File: src/rtl/tlb_test_controller_if.sv
// Microcode TR-access port and paging-unit TLB port of the TR6/TR7 test controller.
// The master side is the environment (microcode and TLB). The slave side is the controller.
interface tlb_test_controller_if;
  logic        wr_valid;
  logic        wr_ready;
  logic [2:0]  wr_index;
  logic [31:0] wr_data;
  logic [2:0]  rd_index;
  logic [31:0] rd_data;
  logic        busy;
  logic        tlb_timeout;
  logic        tlb_req;
  logic        tlb_op;
  logic [19:0] tlb_linear;
  logic [6:0]  tlb_attr;
  logic [19:0] tlb_phys;
  logic [1:0]  tlb_way;
  logic        tlb_ack;
  logic        tlb_hit;
  logic [1:0]  tlb_hit_way;
  logic [19:0] tlb_hit_phys;

  modport master (
    output wr_valid, wr_index, wr_data, rd_index,
    output tlb_ack, tlb_hit, tlb_hit_way, tlb_hit_phys,
    input  wr_ready, rd_data, busy, tlb_timeout,
    input  tlb_req, tlb_op, tlb_linear, tlb_attr, tlb_phys, tlb_way
  );

  modport slave (
    input  wr_valid, wr_index, wr_data, rd_index,
    input  tlb_ack, tlb_hit, tlb_hit_way, tlb_hit_phys,
    output wr_ready, rd_data, busy, tlb_timeout,
    output tlb_req, tlb_op, tlb_linear, tlb_attr, tlb_phys, tlb_way
  );
endinterface

File: src/rtl/tlb_test_controller.sv
// TR6/TR7 TLB test sequencer: it holds the test registers and issues TLB writes or lookups on each TR6 write.
// A lookup result is folded back into TR7.
module tlb_test_controller #(
  parameter int TIMEOUT_CYCLES = 15,
  parameter int CNT_W          = 4
) (
  input  logic              clock,
  input  logic              reset,
  tlb_test_controller_if.slave bus
);

  typedef enum logic [1:0] {ST_IDLE, ST_WRITE, ST_LOOKUP} state_t;

  localparam logic [CNT_W-1:0] CNT_LAST = CNT_W'(TIMEOUT_CYCLES - 1);

  state_t           state, state_nxt;
  logic [26:0]      tr6_hi;      // TR6[31:5]: linear page and attribute bits
  logic             tr6_c;       // TR6[0]: 0 = write entry, 1 = lookup
  logic [19:0]      tr7_pa;
  logic             tr7_ht;
  logic [1:0]       tr7_rep;
  logic [CNT_W-1:0] cnt;
  logic             timeout_q;
  logic             accept;
  logic             expire;
  logic             unused_wr_bit;

  assign unused_wr_bit = bus.wr_data[1];

  assign accept = bus.wr_valid && (state == ST_IDLE);
  assign expire = (state != ST_IDLE) && !bus.tlb_ack && (cnt == CNT_LAST);

  always_comb begin
    state_nxt = state;
    case (state)
      ST_IDLE: begin
        if (bus.wr_valid && bus.wr_index == 3'd6)
          state_nxt = bus.wr_data[0] ? ST_LOOKUP : ST_WRITE;
      end
      ST_WRITE, ST_LOOKUP: begin
        if (bus.tlb_ack || expire)
          state_nxt = ST_IDLE;
      end
      default: state_nxt = ST_IDLE;
    endcase
  end

  always_ff @(posedge clock or negedge reset) begin
    if (!reset) begin
      state     <= ST_IDLE;
      tr6_hi    <= '0;
      tr6_c     <= 1'b0;
      tr7_pa    <= '0;
      tr7_ht    <= 1'b0;
      tr7_rep   <= '0;
      cnt       <= '0;
      timeout_q <= 1'b0;
    end else begin
      state <= state_nxt;
      if (accept && bus.wr_index == 3'd7) begin
        tr7_pa  <= bus.wr_data[31:12];
        tr7_ht  <= bus.wr_data[4];
        tr7_rep <= bus.wr_data[3:2];
      end
      if (accept && bus.wr_index == 3'd6) begin
        tr6_hi    <= bus.wr_data[31:5];
        tr6_c     <= bus.wr_data[0];
        timeout_q <= 1'b0;
        cnt       <= '0;
      end
      if (state != ST_IDLE) begin
        if (bus.tlb_ack) begin
          // A miss only clears HT; PA and REP keep whatever the test loaded.
          if (state == ST_LOOKUP) begin
            tr7_ht <= bus.tlb_hit;
            if (bus.tlb_hit) begin
              tr7_pa  <= bus.tlb_hit_phys;
              tr7_rep <= bus.tlb_hit_way;
            end
          end
        end else if (expire) begin
          timeout_q <= 1'b1;
          if (state == ST_LOOKUP)
            tr7_ht <= 1'b0;
        end else begin
          cnt <= cnt + 1'b1;
        end
      end
    end
  end

  assign bus.wr_ready    = (state == ST_IDLE);
  assign bus.busy        = (state != ST_IDLE);
  assign bus.tlb_timeout = timeout_q;
  assign bus.tlb_req     = (state != ST_IDLE);
  assign bus.tlb_op      = tr6_c;
  assign bus.tlb_linear  = tr6_hi[26:7];
  assign bus.tlb_attr    = tr6_hi[6:0];
  assign bus.tlb_phys    = tr7_pa;
  assign bus.tlb_way     = tr7_rep;

  always_comb begin
    bus.rd_data = '0;
    case (bus.rd_index)
      3'd6:    bus.rd_data = {tr6_hi, 4'b0000, tr6_c};
      3'd7:    bus.rd_data = {tr7_pa, 7'b0000000, tr7_ht, tr7_rep, 2'b00};
      default: bus.rd_data = '0;
    endcase
  end

endmodule

File: src/flat_wrapper.sv
// flat-port wrapper written by rule: the top's interface ports become plain ports
module tlb_test_controller_flat 
#(
  parameter int TIMEOUT_CYCLES = 15,
  parameter int CNT_W          = 4
)
  (clock, reset, bus_wr_valid, bus_wr_index, bus_wr_data, bus_rd_index, bus_tlb_ack, bus_tlb_hit, bus_tlb_hit_way, bus_tlb_hit_phys, bus_wr_ready, bus_rd_data, bus_busy, bus_tlb_timeout, bus_tlb_req, bus_tlb_op, bus_tlb_linear, bus_tlb_attr, bus_tlb_phys, bus_tlb_way);
  tlb_test_controller_if bus_i ();
  input  logic clock;
  input  logic reset;
  input wire logic [$bits(bus_i.wr_valid)-1:0] bus_wr_valid;
  input wire logic [$bits(bus_i.wr_index)-1:0] bus_wr_index;
  input wire logic [$bits(bus_i.wr_data)-1:0] bus_wr_data;
  input wire logic [$bits(bus_i.rd_index)-1:0] bus_rd_index;
  input wire logic [$bits(bus_i.tlb_ack)-1:0] bus_tlb_ack;
  input wire logic [$bits(bus_i.tlb_hit)-1:0] bus_tlb_hit;
  input wire logic [$bits(bus_i.tlb_hit_way)-1:0] bus_tlb_hit_way;
  input wire logic [$bits(bus_i.tlb_hit_phys)-1:0] bus_tlb_hit_phys;
  output wire logic [$bits(bus_i.wr_ready)-1:0] bus_wr_ready;
  output wire logic [$bits(bus_i.rd_data)-1:0] bus_rd_data;
  output wire logic [$bits(bus_i.busy)-1:0] bus_busy;
  output wire logic [$bits(bus_i.tlb_timeout)-1:0] bus_tlb_timeout;
  output wire logic [$bits(bus_i.tlb_req)-1:0] bus_tlb_req;
  output wire logic [$bits(bus_i.tlb_op)-1:0] bus_tlb_op;
  output wire logic [$bits(bus_i.tlb_linear)-1:0] bus_tlb_linear;
  output wire logic [$bits(bus_i.tlb_attr)-1:0] bus_tlb_attr;
  output wire logic [$bits(bus_i.tlb_phys)-1:0] bus_tlb_phys;
  output wire logic [$bits(bus_i.tlb_way)-1:0] bus_tlb_way;
  assign bus_i.wr_valid = bus_wr_valid;
  assign bus_i.wr_index = bus_wr_index;
  assign bus_i.wr_data = bus_wr_data;
  assign bus_i.rd_index = bus_rd_index;
  assign bus_i.tlb_ack = bus_tlb_ack;
  assign bus_i.tlb_hit = bus_tlb_hit;
  assign bus_i.tlb_hit_way = bus_tlb_hit_way;
  assign bus_i.tlb_hit_phys = bus_tlb_hit_phys;
  assign bus_wr_ready = bus_i.wr_ready;
  assign bus_rd_data = bus_i.rd_data;
  assign bus_busy = bus_i.busy;
  assign bus_tlb_timeout = bus_i.tlb_timeout;
  assign bus_tlb_req = bus_i.tlb_req;
  assign bus_tlb_op = bus_i.tlb_op;
  assign bus_tlb_linear = bus_i.tlb_linear;
  assign bus_tlb_attr = bus_i.tlb_attr;
  assign bus_tlb_phys = bus_i.tlb_phys;
  assign bus_tlb_way = bus_i.tlb_way;
  tlb_test_controller #(.TIMEOUT_CYCLES(TIMEOUT_CYCLES), .CNT_W(CNT_W)) u_core (.clock(clock), .reset(reset), .bus(bus_i));
endmodule
File: config.mk
export PLATFORM = sky130hd
export DESIGN_NAME = tlb_test_controller_flat
export DESIGN_NICKNAME = d
export VERILOG_FILES = /design/src/rtl/tlb_test_controller_if.sv /design/src/rtl/tlb_test_controller.sv /design/src/flat_wrapper.sv
export SDC_FILE = /design/constraint.sdc
export NUM_CORES = 1
export LEC_CHECK = 0
export CORE_ASPECT_RATIO = 1.1
export CORE_MARGIN = 2
export CORE_UTILIZATION = 37
export CTS_CLUSTER_SIZE = 8
export DETAILED_ROUTE_END_ITERATION = 6
export GPL_TIMING_DRIVEN = 1
export PLACE_DENSITY_LB_ADDON = 0.05
export RECOVER_POWER = 50
export SLEW_MARGIN = 20
export SYNTH_ARGS = -nofsm -noshare
export SYNTH_HDL_FRONTEND = slang
export SYNTH_SLANG_ARGS = --single-unit
File: constraint.sdc
create_clock -name clock -period 1.6 [get_ports clock]
set_clock_uncertainty 0.2 [all_clocks]
set_input_delay 0.24 -clock clock [delete_from_list [all_inputs] [get_ports clock]]
set_output_delay 0.24 -clock clock [all_outputs]
set_load 0.005 [all_outputs]
==> impl_results.md <==
- Status: complete, but fails checks
- Failing checks: setup timing
- Crit-path cells: inv_2 -> ha_4 -> buf_6 -> nand4_4 -> nor2_4 -> clkbuf_16 -> mux2_4
- Crit path max-delay cell type: dfrtp_1
- Mean Syn Cell Area: 10.9 um^2
- Syn-to-layout area delta: 81.4%
- Clock slew at reported path FFs: 0.07 ns
- Pleak: 0.00263 uW
- R2r endpoint: u_core.tr6_hi[15]$_DFFE_PN0P_
- Dpl cell area: 4920 um^2
- CTS max path bufs: 2
- Register Area: 1450 um^2
- Final wirelength: 11,400 um
- Fin crit share: 1.17
- Crit-path max FO: 8
- Layout Nets: 570
- Global Route Usage Sum: 0.256
- Gate Count Post-Synth: 281
- Fmax: 536 MHz
- DP Wirelength: 6830 um
- Die Width: 90.8 um
- Clk_lat worst skew: 0.33 ns
- Hold WC Path Type: primary input to flop
- Worst R2R Path Depth: 7
- Synth Cell Area: 3060 um^2
- Slew margin rel.: 0.438
- Via Count: 3,253
- Tightest Pin Transition: 0.843 ns
- RR Startpoint: u_core.state[0]$_DFFE_PN0P_
- Die height: 99.4 um
- Die area: 9030 um^2
- CTS tree: built
- Area of the multi-input gates: 1560 um^2
- Core ar.: 7960 um^2
- H-tree depth: 3
- FILL cells: 638
- WS Path Type: flop to flop
- Primary FF master, synth: dfrtp_1
- FFs w/ async S/R, synth: 1.00
- Crit. Startpoint: u_core.state[0]$_DFFE_PN0P_
- # diodes: 0
- Top Ports: 151
- #FFs+latches synth: 58
- Setup TNS: -10.52 ns
- Crit path arrival time: 1.89 ns
- Design area: 5560 um^2
- CP Capture Type: flop
- # DRC: 0
- Vias in the first global route: 3,405
- Share of cells above drive strength 1: 0.366
- Starting Density: 0.385
- Setup ws final: -0.265 ns
- I/O Buffers: 148
- Post-synth net total: 350
- Max Cap Viol: 0
- Vias per inst: 5.31
- DR WL/cell: 18.6 um
- Maximum vdd ir drop: 723 uV
- Sequential fraction of the synthesis area: 0.474
- Reg2reg setup slack: -0.26 ns
- Post-DRT Antenna Nets: 0
- PD cells: 1480 nW/um^2
- Largest net degree at the start of global routing: 59
- Antenna violations before repair: 0
- Critical path's largest stage delay: 0.40 ns
- DR iter-0 viols: 172
- Fin. max-slew vios: 0
- Clk root buf: clkbuf_8
- Pre-antenna DRT Iters: 4
- Num CTS Buffers: 9
- Minimum clock period: 1.86 ns
- Yosys cell types: 44
- Hold Fails Final Rpt: 0
- Yosys warning count: 0
- Final setup fails: 62
- Clock sinks: 58
- First-pass GRT wire length: 17,800 um
- Post-synth EDFFs: 0
- RSZ-0062 raised after global routing: yes
- Global route overflow: 0
- Routability cong.: 0.794
- Num rows: 34
- Worst Path Required: 1.62 ns
- Worst setup SP type: flop
- Crit path to: u_core.tr6_hi[15]$_DFFE_PN0P_
## report_power, final
group	switching (uW)	internal, uW
sequential	523	2180
combinational	1370	2580
clock	599	956
total	2500	5710
## timing repair
| action | 4_1_cts | 5_1_grt |
|---|---|---|
| pin swaps | 29 | 19 |
| resized for setup | 216 | 33 |
| endpoints found under the hold margin | 58 | 0 |
| endpoints found under the setup margin | 141 | 85 |
| gates cloned | 5 | 1 |
| hold buffers | 1 | 0 |
| buffers inserted | 39 | 18 |
## cells in the mapped netlist, types with 4 or more instances
cell type	n	area share
nand3_1	24	0.039
mux2_2	7	0.026
buf_4	6	0.015
o211ai_1	4	0.0098
buf_2	11	0.018
dfrtp_1	58	0.47
ha_1	4	0.016
and2_1	11	0.022
clkbuf_1	5	0.0061
nor2_1	22	0.027
inv_1	5	0.0061
a31oi_1	23	0.047
a22o_1	20	0.057
mux2_4	20	0.098
o21ai_0	25	0.041
## state kept, by name, indices dropped and copies added, names as in the netlist
signal,count
u_core.bus.tlb_op,1
u_core.bus.tlb_phys,20
u_core.bus.tlb_timeout,1
u_core.bus.tlb_way,2
u_core.cnt,4
u_core.state,2
u_core.tr6_hi,27
u_core.tr7_ht,1
## how the worst min path moves through the flow
| stage | from | endpoint | slack [ns] | cells after the start |
|---|---|---|---|---|
| 2_1_floorplan | reset | u_core.bus.tlb_op$_DFFE_PN0P_ | -0.26 | 0 |
| 3_3_place_gp | reset | u_core.tr6_hi[13]$_DFFE_PN0P_ | 0.07 | 2 |
| 3_5_place_dp | reset | u_core.tr6_hi[13]$_DFFE_PN0P_ | 0.07 | 2 |
| 4_1_cts | reset | u_core.tr6_hi[13]$_DFFE_PN0P_ | 0.24 | 3 |
| 5_1_grt | bus_tlb_hit_phys[8] | u_core.bus.tlb_phys[8]$_DFF_PN0_ | 0.28 | 3 |
| 6_report | bus_wr_index[0] | u_core.bus.tlb_way[1]$_DFF_PN0_ | 0.26 | 4 |
## logic make-up after synthesis
kind of cell             count (synthesis)  share of synthesized area
AO/OA/AOI/OAI                           83                      0.182
adder cells (fa/ha/maj)                  4                     0.0163
buffers and inverters                   31                     0.0604
flip-flops                              58                      0.474
multiplexers                            27                      0.124
other                                    1                    0.00122
AND/OR/NAND/NOR                         77                      0.143
## cell usage in the layout, fill, tap and decap left out, types with 2 or more instances in the layout
master,Yosys,layout
nor2_2,1,3
buf_2,11,22
clkdlybuf4s15_1,0,5
a21oi_1,2,2
buf_12,2,8
clkbuf_8,0,11
clkdlybuf4s50_1,0,58
o21ai_0,25,23
ha_1,4,3
clkbuf_1,5,2
and4b_1,2,2
nand3_2,0,5
nand4b_1,2,2
inv_1,5,3
o21ai_1,1,3
and2_1,11,11
dfrtp_1,58,58
dlygate4sd2_1,0,49
o31ai_1,2,2
bufinv_16,0,2
buf_6,0,18
nor3_1,2,2
buf_16,0,3
clkbuf_2,0,6
nor2_1,22,19
a31oi_1,23,23
inv_2,1,2
mux2_4,20,27
a22o_1,20,20
buf_4,6,60
o211ai_1,4,4
nand3_1,24,19
nor2_4,1,2
## layout make-up
cell class	count	area share
Multi-Input combinational cell	192	0.280
Clock buffer	13	0.0286
Inverter	6	0.00540
Clock inverter	2	0.0108
Tap cell	108	0.0243
Sequential cell	58	0.261
Timing Repair Buffer	234	0.390
## critical path: cells and delay by family, from the launching register on
family	cells	cell delay [ns]
flops	1	0.40
buf+inv	3	0.42
fa+ha+maj	1	0.13
mux	1	0.30
simple gates	2	0.30
## layer usage
metal	up-vias	track usage	wire length [um]
met2	129	0.428	5460
met3	19	0.0682	892
met5	-	0	0
met4	0	0.0991	249
met1	1618	0.318	4790
li1	1487	-	-
## through the flow
| stage | instances | utilization | hold slack [ns] | setup slack [ns] | power [uW] |
|---|---|---|---|---|---|
| finish | 613 | 0.699 | 0.265 | -0.265 | 8210 |
| global placement | 551 | 0.619 | 0.0744 | -0.609 | 6230 |
| detailed placement | 551 | 0.619 | 0.0740 | -0.634 | 6320 |
| CTS | 610 | 0.695 | 0.239 | -0.251 | 8140 |
| global route | 613 | 0.699 | 0.277 | -0.321 | 8720 |
| floorplan | 281 | - | -0.256 | -0.162 | 3990 |
Note: power is estimated with default switching activity, not from simulation.
